==> config.mk <==
export PLATFORM = sky130hd
export DESIGN_NAME = exec_sequencer
export DESIGN_NICKNAME = d
export VERILOG_FILES = /design/src/rtl/exec_sequencer_pkg.sv /design/src/rtl/retire_counter.sv /design/src/rtl/exec_sequencer.sv
export SDC_FILE = /design/constraint.sdc
export NUM_CORES = 1
export LEC_CHECK = 0
export BUFFER_PORTS_ARGS = -buffer_cell sky130_fd_sc_hd__buf_2
export CORE_MARGIN = 2
export CORE_UTILIZATION = 53
export DETAILED_ROUTE_END_ITERATION = 10
export GPL_TIMING_DRIVEN = 0
export PLACE_DENSITY = 0.91
export SYNTH_ARGS = -nofsm -noshare
export SYNTH_HDL_FRONTEND = slang
export SYNTH_SLANG_ARGS = --single-unit
==> constraint.sdc <==
create_clock -name clk -period 3.59 [get_ports clk]
set_input_delay 0.8975 -clock clk [delete_from_list [all_inputs] [get_ports clk]]
set_output_delay 0.8975 -clock clk [all_outputs]
set_load 0.01 [all_outputs]
==> src/rtl/exec_sequencer_pkg.sv <==
// Shared definitions for the instruction sequencer: state encodings, opcode
// constants and opcode class helpers used by the sequencer and its bench.
package exec_sequencer_pkg;

   typedef enum logic [2:0] {
      S_IDLE   = 3'd0,
      S_FETCH  = 3'd1,
      S_DECODE = 3'd2,
      S_EXEC   = 3'd3,
      S_MEM    = 3'd4,
      S_WB     = 3'd5,
      S_HALT   = 3'd6,
      S_ERR    = 3'd7
   } seq_state_t;

   localparam logic [4:0] OP_HALT = 5'b00000;
   localparam logic [4:0] OP_NOP  = 5'b00001;
   localparam logic [4:0] OP_J    = 5'b00100;
   localparam logic [4:0] OP_JR   = 5'b00101;
   localparam logic [4:0] OP_JAL  = 5'b00110;
   localparam logic [4:0] OP_JALR = 5'b00111;
   localparam logic [4:0] OP_ST   = 5'b10000;
   localparam logic [4:0] OP_LD   = 5'b10001;
   localparam logic [4:0] OP_STU  = 5'b10011;
   localparam logic [2:0] OP_BR_PREFIX = 3'b011;

   function automatic logic op_is_mem(input logic [4:0] op);
      return (op == OP_LD) || (op == OP_ST) || (op == OP_STU);
   endfunction

   // Control transfers retire straight out of EXEC; JAL/JALR still need WB.
   function automatic logic op_is_ctl(input logic [4:0] op);
      return (op[4:2] == OP_BR_PREFIX) || (op == OP_J) || (op == OP_JR);
   endfunction

endpackage

==> src/rtl/retire_counter.sv <==
// Free-running retired-instruction counter; wraps modulo 2^RETIRE_W.
module retire_counter #(
   parameter int RETIRE_W = 16
) (
   input  logic                clk,
   input  logic                rst,
   input  logic                inc_en,
   output logic [RETIRE_W-1:0] count
);

   logic [RETIRE_W-1:0] count_reg;

   always_ff @(posedge clk) begin
      if (rst)
         count_reg <= '0;
      else if (inc_en)
         count_reg <= count_reg + RETIRE_W'(1);
   end

   assign count = count_reg;

endmodule

==> src/rtl/exec_sequencer.sv <==
// Multi-cycle fetch/decode/execute/memory/writeback sequencer. Enables are a
// decode of the registered state; ir_en and pc_en also follow mem_done/opcode.
module exec_sequencer
   import exec_sequencer_pkg::*;
#(
   parameter int RETIRE_W = 16
) (
   input  logic                clk,
   input  logic                rst,
   input  logic [4:0]          opcode,
   input  logic                mem_done,
   input  logic                ex_err,
   output logic                mem_en,
   output logic                mem_wr,
   output logic                mem_sel_d,
   output logic                ir_en,
   output logic                ex_en,
   output logic                rf_wr_en,
   output logic                pc_en,
   output logic                halted,
   output logic                err,
   output logic [RETIRE_W-1:0] retired,
   output logic [2:0]          state
);

   seq_state_t state_reg, state_next;
   logic       store_reg, store_next;
   logic       st_only_reg, st_only_next;
   logic       ir_load, pc_load;

   always_comb begin
      state_next   = state_reg;
      store_next   = store_reg;
      st_only_next = st_only_reg;
      mem_en       = 1'b0;
      mem_wr       = 1'b0;
      mem_sel_d    = 1'b0;
      ex_en        = 1'b0;
      rf_wr_en     = 1'b0;
      ir_load      = 1'b0;
      pc_load      = 1'b0;
      case (state_reg)
         S_IDLE: state_next = S_FETCH;
         S_FETCH: begin
            mem_en = 1'b1;
            if (mem_done) begin
               ir_load    = 1'b1;
               state_next = S_DECODE;
            end
         end
         S_DECODE: begin
            if (opcode == OP_HALT) begin
               pc_load    = 1'b1;
               state_next = S_HALT;
            end else if (opcode == OP_NOP) begin
               pc_load    = 1'b1;
               state_next = S_FETCH;
            end else begin
               state_next = S_EXEC;
            end
         end
         S_EXEC: begin
            ex_en = 1'b1;
            if (ex_err) begin
               state_next = S_ERR;
            end else if (op_is_mem(opcode)) begin
               // Remember the access kind so MEM does not depend on opcode timing.
               store_next   = (opcode == OP_ST) || (opcode == OP_STU);
               st_only_next = (opcode == OP_ST);
               state_next   = S_MEM;
            end else if (op_is_ctl(opcode)) begin
               pc_load    = 1'b1;
               state_next = S_FETCH;
            end else begin
               state_next = S_WB;
            end
         end
         S_MEM: begin
            mem_en    = 1'b1;
            mem_sel_d = 1'b1;
            mem_wr    = store_reg;
            if (mem_done) begin
               if (st_only_reg) begin
                  pc_load    = 1'b1;
                  state_next = S_FETCH;
               end else begin
                  state_next = S_WB;
               end
            end
         end
         S_WB: begin
            rf_wr_en   = 1'b1;
            pc_load    = 1'b1;
            state_next = S_FETCH;
         end
         S_HALT: state_next = S_HALT;
         S_ERR:  state_next = S_ERR;
         default: state_next = S_IDLE;
      endcase
   end

   always_ff @(posedge clk) begin
      if (rst) begin
         state_reg   <= S_IDLE;
         store_reg   <= 1'b0;
         st_only_reg <= 1'b0;
      end else begin
         state_reg   <= state_next;
         store_reg   <= store_next;
         st_only_reg <= st_only_next;
      end
   end

   // Reset wins over a same-cycle mem_done: no IR or PC load while rst is high.
   assign ir_en  = ir_load & ~rst;
   assign pc_en  = pc_load & ~rst;
   assign halted = (state_reg == S_HALT);
   assign err    = (state_reg == S_ERR);
   assign state  = state_reg;

   retire_counter #(
      .RETIRE_W(RETIRE_W)
   ) u_retire_counter (
      .clk   (clk),
      .rst   (rst),
      .inc_en(pc_en),
      .count (retired)
   );

endmodule
======== Word level (Yosys, flattened, before mapping) ========
Cells that the tools add are included.
storage, ports and cells
  register bits after elaboration ......... 21
  bits of input ports ..................... 9
  output and inout bits ................... 28
  logic and storage cells ................. 60
operators by class
  add/sub/neg operators ................... 1
  equality and inequality tests ........... 16
  multiplexer cells ....................... 24
  bitwise logic cells ..................... 4
  reductions and logical operators ........ 11
operators with widths
  kind                   count
  $mux 3                 7
  $pmux 3 s7             1
  $add 16x1->16 const B  1
  $eq 5x5->1 const B     3
  $mux 1                 14
  $eq 3x3->1 const B     4
  $eq 5x3->1 const B     2
  $eq 3x2->1 const B     3
  $eq 5x1->1 const B     1
  $logic_not 5->1        1
  $logic_or 1x1->1       5
  $ne 2x2->1 const B     2
  $pmux 1 s4             1
  $reduce_or 2->1        2
  $eq 3x1->1 const B     1
  $logic_not 3->1        1
  $reduce_and 3->1       1
  $and 1x1->1            2
  $mux 2                 1
  $not 1->1              2
  $reduce_and 2->1       1

======== Longest topological paths before layout ========
Gate-level depths: netlist (run 1).
  depth after elaboration ................. 8
  gate-level depth with buffers ........... 6
  gate-level depth less buffers ........... 6

======== Hierarchy ========
Synthesis (run 1) repeated with hierarchy kept, for this count alone.
unflattened totals
  cell total of the unflattened synthesis .. 150
  area, all modules ....................... 1,258.7 µm²
by module, submodules not included
  module          times used  cells an instance  area an instance (µm²)  sequential area each (µm²)
  retire_counter  1           83                 757.0                   320.3
  exec_sequencer  1           67                 501.7                   100.1

======== Least setup slack after synthesis (run 1) ========
Ideal clock, no wire load.
  path type ............................... in2out
  start ................................... in opcode[4]
  end ..................................... out pc_en
  data arrival time ....................... 2,023 ps
  data required time ...................... 2,693 ps
  setup slack ............................. 669 ps
  stages on the path ...................... 4
  path buffers ............................ 0
  path through ............................ or3b_4 nor4_4 nor2_4 nor2_1
between the ends
  cells in the longest elaborated chain, start to end .. 8
  elaborated cells on any way between the ends .. 19
  classes of those cells .................. eq/ne: 7; mux: 6; bitwise: 1; reduce/logical: 5
RTL lines
  item                                             line                      source
  start, declared                                  exec_sequencer.sv:10      input logic [4:0] opcode,
  $eq 5x3->1 / $eq 3x2->1 (equally long branches)  exec_sequencer_pkg.sv:33  return (op[4:2] == OP_BR_PREFIX) || (op == OP_J) || (op == OP_JR);
  $logic_or 1x1->1 (2 in series)                   exec_sequencer_pkg.sv:33
  $mux 1                                           exec_sequencer.sv:71      end else if (op_is_ctl(opcode)) begin
  $mux 1                                           exec_sequencer.sv:66      end else if (op_is_mem(opcode)) begin
  $mux 1                                           exec_sequencer.sv:64      if (ex_err) begin
  $pmux 1 s4 *                                     exec_sequencer.sv:42      case (state_reg)
  $and 1x1->1 *                                    exec_sequencer.sv:116     assign pc_en = pc_load & ~rst;
  end, declared                                    exec_sequencer.sv:19      output logic pc_en,
Mark *: on every way between the ends. The rest lies on a longest branch, timed or not.

======== Worst setup path in the final report (run 1) ========
Same ends and word-level chain as after synthesis.

==> qor.yml, run 1 <==
final.period_utilization_pct: 91.23
synth_top_area_share_pct: 35.59
clockBufferDepth: 2
yosysSeqAreaShare_pct: 35.59
core-area_um2: 2148
multi_input_area_um2: 720.7
hpwl_um: 2108
path_class: "primary input to output port"
wirelength_um: 2811
tritoncts: "built"
power_frac_seq_pct: 58.1
place_ws_ns: 0.3657
nFillCells: 191
stdcell_area_um2: 1418
firstDrtPassIters: 4
synth_area_um2: 1181
dp_cells: 206
ir_drop_v: 0.0002367
syn_inst: 143
synth_cell_types: 37
rows: 17
status: "finished clean"
syn-num-nets: 153
switching_share_pct: 26.74
grt_usage_pct: 22.94
cts-root-buf: "clkbuf_4"
critical_path.startpoint_type: "primary input"
tightest_slew_ns: 0.6467
numClockSinks: 21
io_buffers: 35
wl_per_cell_um: 13.39
final_max_slew_viol_count: 0
hp-class: "register to register"
detailed_place.area_um2: 1391
ioPinCount: 37
tns_ns: 0
end_kind: "output port"
fin_cells: 210
crit_path_start: "opcode[4]"
h-tree-depth: 1
synth_seq_cells: 21
drive_above_1_share_pct: 26.37
setup_viol: 0
timing.final.crit_period_ns: 3.275
p_int_w: 0.0003009
hold_viol_final: 0
cp_data_arrival_time_ns: 2.38
ff_latch_area_um2: 420.4
cts.hold.buffers_added: 0
switchingPower_w: 0.0001099
syn_area_per_cell_um2: 8.260
fp.dieW_um: 51.21
p_leak_nw: 0.6216
clk_pin_slew_ns: 0.11
drv_cap: 0
route.detailed.drc: 0
grt_pass1_vias: 1118
initial_core_util_pct: 54.98
largest_reg_flops: 16
p_comb_share_pct: 13.9
fmax_mhz: 305.3
antenna_left: 0
die_area_um2: 2622
finClkSkew_ns: 0.001711
pwr-share-clk_pct: 28.0
worst-r2r-cell-count: 6
drt-initial-drc-count: 37
grt-ovfl-total: 0
ys.flop_type: "dfxtp_1"
synth_edf_count: 0
cp-endpoint: "pc_en"
reg2reg_setup_slack_ns: 1.26
numCtsBuffers: 3
area_growth_pct: 20.02
cts_resized: 0
die_h_um: 51.21
max_slew_margin_pct: 56.56
synthTopCellsByArea: "dfxtp_1 (36%), nor2_1 (8.3%), xor2_1 (7.4%), o2111ai_1 (4.4%), a21oi_1 (3.0%)"
synth_area_leader_cell: "dfxtp_1"
synth_async_sr_flop_share_pct: 0
clock_latency_ns: 0.30
crit_required_ns: 2.69
timing.hold.ws_ns: 0.4575
final_nets: 193
r2r-end: "u_retire_counter.count[7]"
cp_max_fo: 10
power.density_nw_per_um2: 289.8
postCtsSetupBuffers: 0
vias: 1167
fin_ws_ns: 0.3147
diodes: 0
rr_startpoint: "state[1]"
place.gp.congestion: 0.8146
grt_antenna_before_repair: 0
grt_max_degree: 12
rsz0062_at_grt: "false"
grt_pass1_wl_um: 4623
yosysWarningCount: 0
vias_per_cell: 5.557
[per-stage QoR]
stage          utilization (%)  total power [W]
3_3_place_gp             64.76        0.0002979
5_1_grt                  65.99        0.0004286
6_report                 65.99        0.0004108
4_1_cts                  65.99        0.0004114
3_5_place_dp             64.76        0.0003004
2_1_floorplan                -        0.0002803
[layout by cell type (no fill, tap or decap), drive strengths merged, types with 2 or more instances in the layout]
master,n
buf,37
nor2,27
dfxtp,21
xor2,10
clkbuf,9
nand2,8
a21oi,7
o21ai,7
o2111ai,6
nor2b,5
and3,5
nand3,4
inv,3
or3,3
mux2,3
nor4,3
nand2b,2
or4,2
nor3,2
mux2i,2
nand3b,2
or3b,2
[cells by family after synthesis]
| group | Yosys count | synth area share (%) |
|---|---|---|
| fa+ha+maj | 1 | 1.059 |
| flops | 21 | 35.59 |
| simple gates | 70 | 33.16 |
| compound gates | 25 | 14.09 |
| mux | 5 | 4.555 |
| xor+xnor | 11 | 8.157 |
| buf+inv | 10 | 3.390 |
[routing by layer]
metal / GRT usage, % / wire length [um] / up-vias
met5: 0 / 0 / -
met4: 9.459 / 51 / 0
met3: 2.339 / 127 / 7
met2: 44.59 / 1416 / 38
met1: 24.77 / 1215 / 542
li1: - / - / 580
[critical path: stages]
cell	delay (ns)
buf_2	0.11
or3b_4	0.41
nor4_4	0.57
nor2_4	0.14
nor2_1	0.11
buf_2	0.13
[how the worst min path moves through the flow]
| stage | from | to | slack [ns] | depth (start not counted) |
|---|---|---|---|---|
| floorplan | store_reg | store_reg | 0.43 | 2 |
| global placement | store_reg | store_reg | 0.44 | 2 |
| detailed placement | store_reg | store_reg | 0.44 | 2 |
| CTS | store_reg | store_reg | 0.46 | 2 |
| global route | store_reg | store_reg | 0.50 | 2 |
| finish | store_reg | store_reg | 0.46 | 2 |
[layout make-up]
class | instances | share of cell area, %
tap | 28 | 2.471
buffer | 7 | 2.030
inverter | 3 | 0.7944
multi-input combinational | 112 | 50.84
clock buffer | 4 | 1.853
timing repair buffer | 35 | 12.36
sequential | 21 | 29.66
[power by group through the flow]
stage / sequential (W) / combinational [W] / clock, W
3_5_place_dp: 0.000244 / 0.0000566 / 0
4_1_cts: 0.000239 / 0.0000570 / 0.000116
5_1_grt: 0.000239 / 0.0000629 / 0.000127
6_report: 0.000239 / 0.0000571 / 0.000115
3_3_place_gp: 0.000243 / 0.0000544 / 0
2_1_floorplan: 0.000245 / 0.0000353 / 0
[synth_stat cells (2+ instances only)]
cell and count:
or3_1 3, nand3b_1 2, mux2_2 3, xor2_1 10, nor4_1 2, nand2b_1 2
nand2_1 8, clkbuf_1 5, nor2b_1 5, nor2_1 26, dfxtp_1 21, o21ai_0 7
inv_1 3, mux2i_1 2, o2111ai_1 6, and3_1 5, nand3_1 4, or4_1 2
buf_2 2, nor3_1 2, a21oi_1 7
No activity file was read; power rests on OpenSTA's default activity.
==> run 2: changes to the inputs <==
--- a/config.mk
+++ b/config.mk
@@ -7,10 +7,10 @@
 export LEC_CHECK = 0
 export BUFFER_PORTS_ARGS = -buffer_cell sky130_fd_sc_hd__buf_2
 export CORE_MARGIN = 2
-export CORE_UTILIZATION = 53
+export CORE_UTILIZATION = 30
 export DETAILED_ROUTE_END_ITERATION = 10
 export GPL_TIMING_DRIVEN = 0
-export PLACE_DENSITY = 0.91
+export PLACE_DENSITY = 0.61
 export SYNTH_ARGS = -nofsm -noshare
 export SYNTH_HDL_FRONTEND = slang
 export SYNTH_SLANG_ARGS = --single-unit
==> run 2 against run 1 <==
  * Sequential power about the same
  * Combinational power down 2%
  * Clock power up 35%
  * Power up 9.4%
  * Routed wire length down 4.3%
  * Maximum frequency up 0.85%
  * Critical path depth unchanged
  * Global-route usage down 9.7 points
  * Via count down 3.9%
  * Largest power group unchanged
==> qor.yml, run 2 (same netlist as run 1, synthesis figures left out) <==
status: "finished clean"
cp_max_fo: 10  # unchanged
rows: 22  # +5
ioPinCount: 37  # unchanged
clockBufferDepth: 2  # unchanged
setup_viol: 0  # unchanged
wirelength_um: 2691  # -4.3%
power.density_nw_per_um2: 307.5  # +6.1%
grt_antenna_before_repair: 0  # unchanged
reg2reg_setup_slack_ns: 1.28  # +0.02 ns
p_leak_nw: 0.6294  # +1.2%
tightest_slew_ns: 0.6279  # -0.01878 ns
grt_pass1_vias: 1005  # -10%
io_buffers: 35  # unchanged
switching_share_pct: 25.12  # -1.6 points
cts.hold.buffers_added: 0  # unchanged
drv_cap: 0  # unchanged
diodes: 0  # unchanged
switchingPower_w: 0.0001129  # +2.8%
final_cell_mix: "buf_2 (37), nor2_1 (26), dfxtp_1 (21), xor2_1 (10), nand2_1 (8)"
final.period_utilization_pct: 90.47  # -0.77 points
rr_startpoint: "state[1]"
end_kind: "output port"
path_class: "primary input to output port"
final_max_slew_viol_count: 0  # unchanged
firstDrtPassIters: 4  # unchanged
grt_max_degree: 12  # unchanged
nFillCells: 388  # +100%
hpwl_um: 2063  # -2.1%
rsz0062_at_grt: "false"
ir_drop_v: 0.0001394  # -41%
p_int_w: 0.0003365  # +12%
place.gp.congestion: 0.7325  # -10%
vias: 1121  # -3.9%
drt-initial-drc-count: 43  # +16%
final_common_cell: "buf_2"
clock_latency_ns: 0.26  # -0.04 ns
finClkSkew_ns: 0.0008236  # -0.0008872 ns
largest_reg_flops: 16  # unchanged
r2r-end: "u_retire_counter.count[9]"
die_area_um2: 4455  # +70%
max_slew_margin_pct: 57.75  # +1.2 points
postCtsSetupBuffers: 0  # unchanged
cp_data_arrival_time_ns: 2.35  # -0.03 ns
crit_path_start: "opcode[4]"
grt-ovfl-total: 0  # unchanged
clk_pin_slew_ns: 0.07  # -0.04 ns
initial_core_util_pct: 31.78  # -23 points
hold_viol_final: 0  # unchanged
crit_required_ns: 2.69  # about the same
vias_per_cell: 4.874  # -12%
final_nets: 193  # unchanged
cts_resized: 0  # unchanged
timing.hold.ws_ns: 0.4495  # -0.007975 ns
numClockSinks: 21  # unchanged
grt_usage_pct: 13.24  # -9.7 points
route.detailed.drc: 0  # unchanged
drive_above_1_share_pct: 26.37  # unchanged
cts-root-buf: "clkbuf_8"
core-area_um2: 3716  # +73%
pwr-share-clk_pct: 34.5  # +6.5 points
worst-r2r-cell-count: 6  # unchanged
wl_per_cell_um: 11.70  # -13%
power_frac_seq_pct: 53.0  # -5.1 points
fp.dieW_um: 66.75  # +30%
die_h_um: 66.75  # +30%
area_growth_pct: 23.73
cp-endpoint: "pc_en"
timing.final.crit_period_ns: 3.248  # -0.02755 ns
tritoncts: "built"
numCtsBuffers: 3  # unchanged
tns_ns: 0  # unchanged
hp-class: "register to register"
p_comb_share_pct: 12.5  # -1.4 points
critical_path.startpoint_type: "primary input"
grt_pass1_wl_um: 4526  # -2.1%
h-tree-depth: 1  # unchanged
antenna_left: 0  # unchanged
fmax_mhz: 307.9  # +0.85%
## run 2: cell counts in the layout (fill, tap and decap cells not counted)
No cell type changed its count.
## run 2: metal layers
layer  part of all wire (%)  up-vias  track usage (%)
met2                     41       33            20.25
met5                      0        -                0
li1                       -      587                -
met3                    7.0        5            2.703
met4                    1.6        0            5.357
met1                     51      496            18.08
## run 2: through the flow
step	utilization [%]	instance area, um2	instances	setup WS (ns)	total power (W)
final	39.33	1461	230	0.3423	0.0004494
after global routing	39.33	1461	230	0.2411	0.0004725
after CTS	39.33	1461	230	0.3245	0.0004568
after detailed placement	38.11	1416	226	0.3302	0.0003000
after global placement	38.11	1416	226	0.3159	0.0003000
after floorplan	-	1181	143	0.6691	0.0002803
## run 2: area by class of cell
cell class                 instances  area, um2  share of cell area, %
inverter                           3      11.26                 0.7705
clock buffer                       4      45.04                  3.082
sequential                        21      420.4                  28.77
tap                               48      60.06                  4.110
multi-input combinational        112      720.7                  49.32
timing repair buffer              35      175.2                  11.99
buffer                             7      28.78                  1.969
## run 2: how the worst min path moves through the flow
| stage | startpoint | end | slack [ns] | cells after the start |
|---|---|---|---|---|
| floorplan | store_reg | store_reg | 0.43 | 2 |
| global placement | store_reg | store_reg | 0.44 | 2 |
| detailed placement | store_reg | store_reg | 0.45 | 2 |
| CTS | store_reg | store_reg | 0.46 | 2 |
| global route | store_reg | store_reg | 0.48 | 2 |
| finish | store_reg | store_reg | 0.45 | 2 |
## run 2: power by group through the flow
stage / registers, W / logic (W) / clock network [W]
6_report: 0.000238 / 0.0000562 / 0.000155
3_3_place_gp: 0.000244 / 0.0000563 / 0
3_5_place_dp: 0.000244 / 0.0000563 / 0
5_1_grt: 0.000239 / 0.0000625 / 0.000171
4_1_cts: 0.000238 / 0.0000566 / 0.000162
2_1_floorplan: 0.000245 / 0.0000353 / 0
## run 2: worst max-delay path, stage by stage
cell and delay, ns:
buf_2 0.11, or3b_4 0.41, nor4_4 0.55, nor2_4 0.14, nor2_1 0.11, buf_2 0.13
